$ cat src/rtl/bcd_result_encoder.sv
// Multi-cycle binary-to-BCD encoder: converts a two's-complement result into
// sign + packed BCD magnitude using one double-dabble step per clock.
module bcd_result_encoder #(
    parameter int WIDTH       = 32,
    parameter int DIGITS      = 10,
    parameter int DISP_DIGITS = 6
) (
    input  logic                  clk,
    input  logic                  reset,
    input  logic                  start,
    input  logic [WIDTH-1:0]      bin_in,
    output logic                  busy,
    output logic                  done,
    output logic                  neg,
    output logic [4*DIGITS-1:0]   bcd,
    output logic                  ovf
);

    localparam int BW = 4 * DIGITS;
    localparam int CW = $clog2(WIDTH + 1);
    localparam logic [CW-1:0] LAST_STEP = CW'(WIDTH - 1);
    localparam logic [CW-1:0] CNT_ONE   = CW'(1);

    typedef enum logic [1:0] {
        IDLE   = 2'b00,
        SHIFT  = 2'b01,
        FINISH = 2'b10
    } state_t;

    // Digits of 5 or more become >= 8 after +3, so the following shift carries correctly.
    function automatic logic [BW-1:0] add3_digits(input logic [BW-1:0] s);
        logic [BW-1:0] r;
        r = s;
        for (int i = 0; i < DIGITS; i++) begin
            if (s[4*i +: 4] >= 4'd5) begin
                r[4*i +: 4] = s[4*i +: 4] + 4'd3;
            end else begin
                r[4*i +: 4] = s[4*i +: 4];
            end
        end
        return r;
    endfunction

    // Any nonzero digit beyond what the display can show.
    function automatic logic overflow_test(input logic [BW-1:0] s);
        return |s[BW-1:4*DISP_DIGITS];
    endfunction

    state_t           state_r, state_s;
    logic [CW-1:0]    cnt_r, cnt_s;
    logic [WIDTH-1:0] mag_r, mag_s;
    logic [BW-1:0]    scratch_r, scratch_s;
    logic             sign_r, sign_s;
    logic             load_s;
    logic [BW+WIDTH-1:0] shifted_s;

    logic             busy_r, done_r, neg_r, ovf_r;
    logic [BW-1:0]    bcd_r;

    // Next-state and datapath for one conversion step.
    always_comb begin
        state_s   = state_r;
        cnt_s     = cnt_r;
        mag_s     = mag_r;
        scratch_s = scratch_r;
        sign_s    = sign_r;
        load_s    = 1'b0;
        shifted_s = {add3_digits(scratch_r), mag_r} << 1;
        case (state_r)
            IDLE: begin
                if (start) begin
                    sign_s    = bin_in[WIDTH-1];
                    mag_s     = bin_in[WIDTH-1] ? (~bin_in + WIDTH'(1)) : bin_in;
                    scratch_s = {BW{1'b0}};
                    cnt_s     = {CW{1'b0}};
                    state_s   = SHIFT;
                end else begin
                    state_s   = IDLE;
                end
            end
            SHIFT: begin
                scratch_s = shifted_s[BW+WIDTH-1:WIDTH];
                mag_s     = shifted_s[WIDTH-1:0];
                cnt_s     = cnt_r + CNT_ONE;
                if (cnt_r == LAST_STEP) begin
                    state_s = FINISH;
                end else begin
                    state_s = SHIFT;
                end
            end
            FINISH: begin
                load_s  = 1'b1;
                state_s = IDLE;
            end
            default: begin
                state_s = IDLE;
            end
        endcase
    end

    // Conversion state and scratch registers.
    always_ff @(posedge clk or negedge reset) begin
        if (!reset) begin
            state_r   <= IDLE;
            cnt_r     <= {CW{1'b0}};
            mag_r     <= {WIDTH{1'b0}};
            scratch_r <= {BW{1'b0}};
            sign_r    <= 1'b0;
        end else begin
            state_r   <= state_s;
            cnt_r     <= cnt_s;
            mag_r     <= mag_s;
            scratch_r <= scratch_s;
            sign_r    <= sign_s;
        end
    end

    // Output registers; results only move on the FINISH-to-IDLE edge.
    always_ff @(posedge clk or negedge reset) begin
        if (!reset) begin
            busy_r <= 1'b0;
            done_r <= 1'b0;
            neg_r  <= 1'b0;
            bcd_r  <= {BW{1'b0}};
            ovf_r  <= 1'b0;
        end else begin
            busy_r <= (state_s != IDLE);
            done_r <= load_s;
            if (load_s) begin
                bcd_r <= scratch_r;
                neg_r <= sign_r;
                ovf_r <= overflow_test(scratch_r);
            end else begin
                bcd_r <= bcd_r;
                neg_r <= neg_r;
                ovf_r <= ovf_r;
            end
        end
    end

    assign busy = busy_r;
    assign done = done_r;
    assign neg  = neg_r;
    assign bcd  = bcd_r;
    assign ovf  = ovf_r;

endmodule

$ cat config.mk
export PLATFORM = sky130hd
export DESIGN_NAME = bcd_result_encoder
export DESIGN_NICKNAME = d
export VERILOG_FILES = /design/src/rtl/bcd_result_encoder.sv
export SDC_FILE = /design/constraint.sdc
export NUM_CORES = 1
export LEC_CHECK = 0
export CELL_PAD_IN_SITES_DETAIL_PLACEMENT = 1
export CELL_PAD_IN_SITES_GLOBAL_PLACEMENT = 2
export CORE_MARGIN = 1
export CORE_UTILIZATION = 36
export DETAILED_ROUTE_END_ITERATION = 8
export PLACE_DENSITY = 0.84
export SYNTH_ARGS = -nofsm -noshare
export SYNTH_HDL_FRONTEND = slang
export SYNTH_SLANG_ARGS = --single-unit
$ cat constraint.sdc
create_clock -name clk -period 1.9 [get_ports clk]
set_input_delay 0.38 -clock clk [delete_from_list [all_inputs] [get_ports clk]]
set_output_delay 0.38 -clock clk [all_outputs]
set_load 0.01 [all_outputs]
==> results_dict.tcl <==
set metrics [dict create \
    die_x_um 134 \
    synth-compound-area-share_pct 19.7 \
    initial_core_util_pct 37.2 \
    synth_area_per_cell_um2 10.3 \
    hold_path.class "in -> async" \
    skew_ns 0.0129 \
    area_growth_pct 37.9 \
    syn-cell-area_um2 6240 \
    clk_path_buf_depth 2 \
    drtIter0Drc 201 \
    wl_um 16500 \
    nets 799 \
    startpoint_type "primary input" \
    fillers 1813 \
    cp_cell_sequence "buf_6 > or4_4 > or4_4 > o41ai_4 > xor2_1 > o21ai_1" \
    avgRoutedWirePerCell_um 17.0 \
    cts_sinks 125 \
    synthDistinctLibCells 46 \
    clkLatencyLatePin_ns 0.41 \
    setup_viol_count_final 1 \
    power_density_nw_per_um2 1230 \
    numCtsBuffers 17 \
    crit_top_cell "or4_4" \
    drtPass1Iterations 4 \
    ios 79 \
    synth-async-reset-ratio_pct 100 \
    antenna_found_initial 0 \
    regArea_um2 3130 \
    synth_top_family_by_area "compound AO/OA/AOI/OAI gates" \
    finalCriticalPeriod_ns 1.95 \
    crit_buf_inv 1 \
    route.detailed.drc 0 \
    fmax_ghz 0.514 \
    r2r_end "scratch_r[33]" \
    crit_fanout 3 \
    critPathMaxStageDelay_ns 0.53 \
    post-route-worst-setup-slack_ns -0.0456 \
    crit_path_end_kind "register" \
    cts_tree "built" \
    crit_type "in -> reg" \
    final_cells 971 \
    io_buffer_count 78 \
    dieArea_um2 17900 \
    grt_pass1_wl_um 28000 \
    critPathSlowestCell "or4_4" \
    antenna_left 0 \
    tns_ns -0.0456 \
    grt_max_degree 83 \
    yosys_most_used_dff "dfrtp_1" \
    cp_data_required_time_ns 2.19 \
    ctsHtreeMaxLevel 4 \
    p_leak_nw 3.84 \
    cp_data_arrival_time_ns 2.23 \
    num_vias 5218 \
    routabilityCongestion 0.807 \
    grt_pass1_vias 5642 \
    synthMuxAreaShare_pct 4.29 \
    multi_input_area_um2 3100 \
    netlist_instances 605 \
    r2r-start "scratch_r[32]" \
    diodes 0 \
    r2r_slack_ns 0.23 \
    critPathTopFamily "simple AND/OR/NAND/NOR gates" \
    clock-root-buffer "clkbuf_16" \
    rows 47 \
    worst_pin_slew_ns 0.525 \
    yosysSeqAreaShare_pct 50.2 \
    layout-drive-gt1-share_pct 21.4 \
    status "finished, violations left" \
    path_clk_slew_ns 0.05 \
    synth_edf_count 0 \
    placed_area_um2 7770 \
    ys_ff_latch 125 \
    coreArea_um2 16800 \
    final_area_um2 8600 \
    r2r_cells 6 \
    fp.dieH_um 134 \
    grt_overflow 0 \
    routed_via_density 5.37 \
    slew_viol_final 0 \
    maxCapViolCount 0 \
    grt_usage_pct 19.7 \
    hpwl_um 11300 \
    vdd_drop_max_mv 0.651 \
    rsz0062_at_grt "true" \
    synth_xor_area_share_pct 6.18 \
    ys.warnings.count 0 \
    synthesis.nets 666 \
    slew_headroom_pct 65.0 \
    synth-simple-area-share_pct 11.0 \
    fin_crit_sh_pct 102 \
    hold_viol_final 0 \
    failed_checks "setup timing" \
    dp.cells 934 \
    synth_fa_ha_area_share_pct 5.22 \
]
## layout by cell type (no fill, tap or decap), types with 4 or more instances in the layout
master and instances:
a21oi_1 32, dfrtp_1 125, buf_4 57, nor2_1 18
clkinv_2 4, buf_12 9, o21ai_0 66, dlymetal6s2s_1 10
or3_4 4, a32oi_1 4, clkbuf_16 17, o31ai_1 12
o32ai_1 6, a22oi_1 20, inv_1 24, o21ai_1 6
ha_1 26, o41ai_2 5, nand2b_1 12, a32o_1 10
clkbuf_2 5, clkdlybuf4s50_1 55, mux2_2 22, nor3b_1 4
nand2_1 57, o22ai_1 18, xnor2_1 12, nand3_1 9
xor2_1 32, dlygate4sd2_1 5, clkbuf_8 6
## layer usage
metal  share of wire (%)  global-route usage, %  vias up
li1                    -                      -     2461
met1                  45                   24.2     2608
met2                  50                   34.3      130
met3                 3.4                   3.69       19
met4                 1.4                   6.88        0
met5                   0                      0        -
## area by class of cell
cell class                      count  area share [%]
Clock inverter                      6           0.931
Tap cell                          220            3.20
Inverter                           25            1.09
Timing Repair Buffer              146            16.4
Sequential cell                   125            36.4
Multi-Input combinational cell    423            36.0
Clock buffer                       26            6.04
## logic make-up (layout without fill, tap and decap cells)
kind of cell / count (synthesis) / in the layout
DFF: 125 / 125
and+or+nand+nor: 135 / 135
xor gates and xnor gates: 44 / 44
adders and majority gates: 26 / 26
buffers and inverters: 57 / 203
muxes: 24 / 24
AOI/OAI and AO/OA: 194 / 194
## power by group
group | leakage (nW) | switching [W] | internal (W)
registers | 1.56 | 0.000682 | 0.00340
logic | 1.99 | 0.00177 | 0.00147
clock network | 0.300 | 0.00111 | 0.00213
## metrics by stage
step	hold slack, ns	setup slack [ns]	utilization (%)	power [W]
after detailed placement	0.189	-0.679	46.4	0.00730
after global placement	0.188	-0.621	46.4	0.00699
after floorplan	0.0844	-0.124	-	0.00617
final	0.320	-0.0456	51.3	0.0106
after CTS	0.296	0.000191	51.0	0.0107
after global routing	0.315	-0.0503	51.3	0.0113
## worst register-to-register path, stage by stage, from the launching register on
cell and delay [ns]:
dfrtp_1 0.41, inv_1 0.17, ha_1 0.23, nand2b_1 0.10, a21oi_1 0.30, xnor2_1 0.19, o22ai_1 0.14
## state kept, by name, summed over array words and instances (netlist names), 2 cells and up
name,cells
scratch_r,40
state_r,2
cnt_r,6
mag_r,32
bcd,40
## Yosys cell counts, types with 18 or more instances
cell | instances | area (um2)
a21oi_1 | 32 | 160
a22oi_1 | 20 | 150
clkbuf_1 | 25 | 93.8
dfrtp_1 | 125 | 3130
ha_1 | 26 | 325
inv_1 | 24 | 90.1
mux2_2 | 22 | 248
nand2_1 | 57 | 214
nor2_1 | 18 | 67.6
o21ai_0 | 71 | 355
o22ai_1 | 18 | 113
xor2_1 | 32 | 280
## worst max-delay path by stage
| stage | start | to | slack (ns) | cells after the start |
|---|---|---|---|---|
| floorplan | bin_in[26] | mag_r[30] | -0.12 | 5 |
| global placement | bin_in[26] | mag_r[30] | -0.62 | 6 |
| detailed placement | bin_in[26] | mag_r[29] | -0.68 | 7 |
| CTS | bin_in[4] | mag_r[16] | 0.0002 | 7 |
| global route | bin_in[25] | mag_r[30] | -0.05 | 6 |
| finish | bin_in[25] | mag_r[30] | -0.05 | 6 |
## timing repair
action | CTS | global route
setup buffers | 2 | 2
endpoints found under the setup margin | 14 | 19
hold buffers | 1 | 0
resized for setup | 40 | 29
endpoints found under the hold margin | 3 | 0
gates cloned | 0 | 0
pin swaps | 19 | 16
Note: power is estimated with default switching activity, not from simulation.
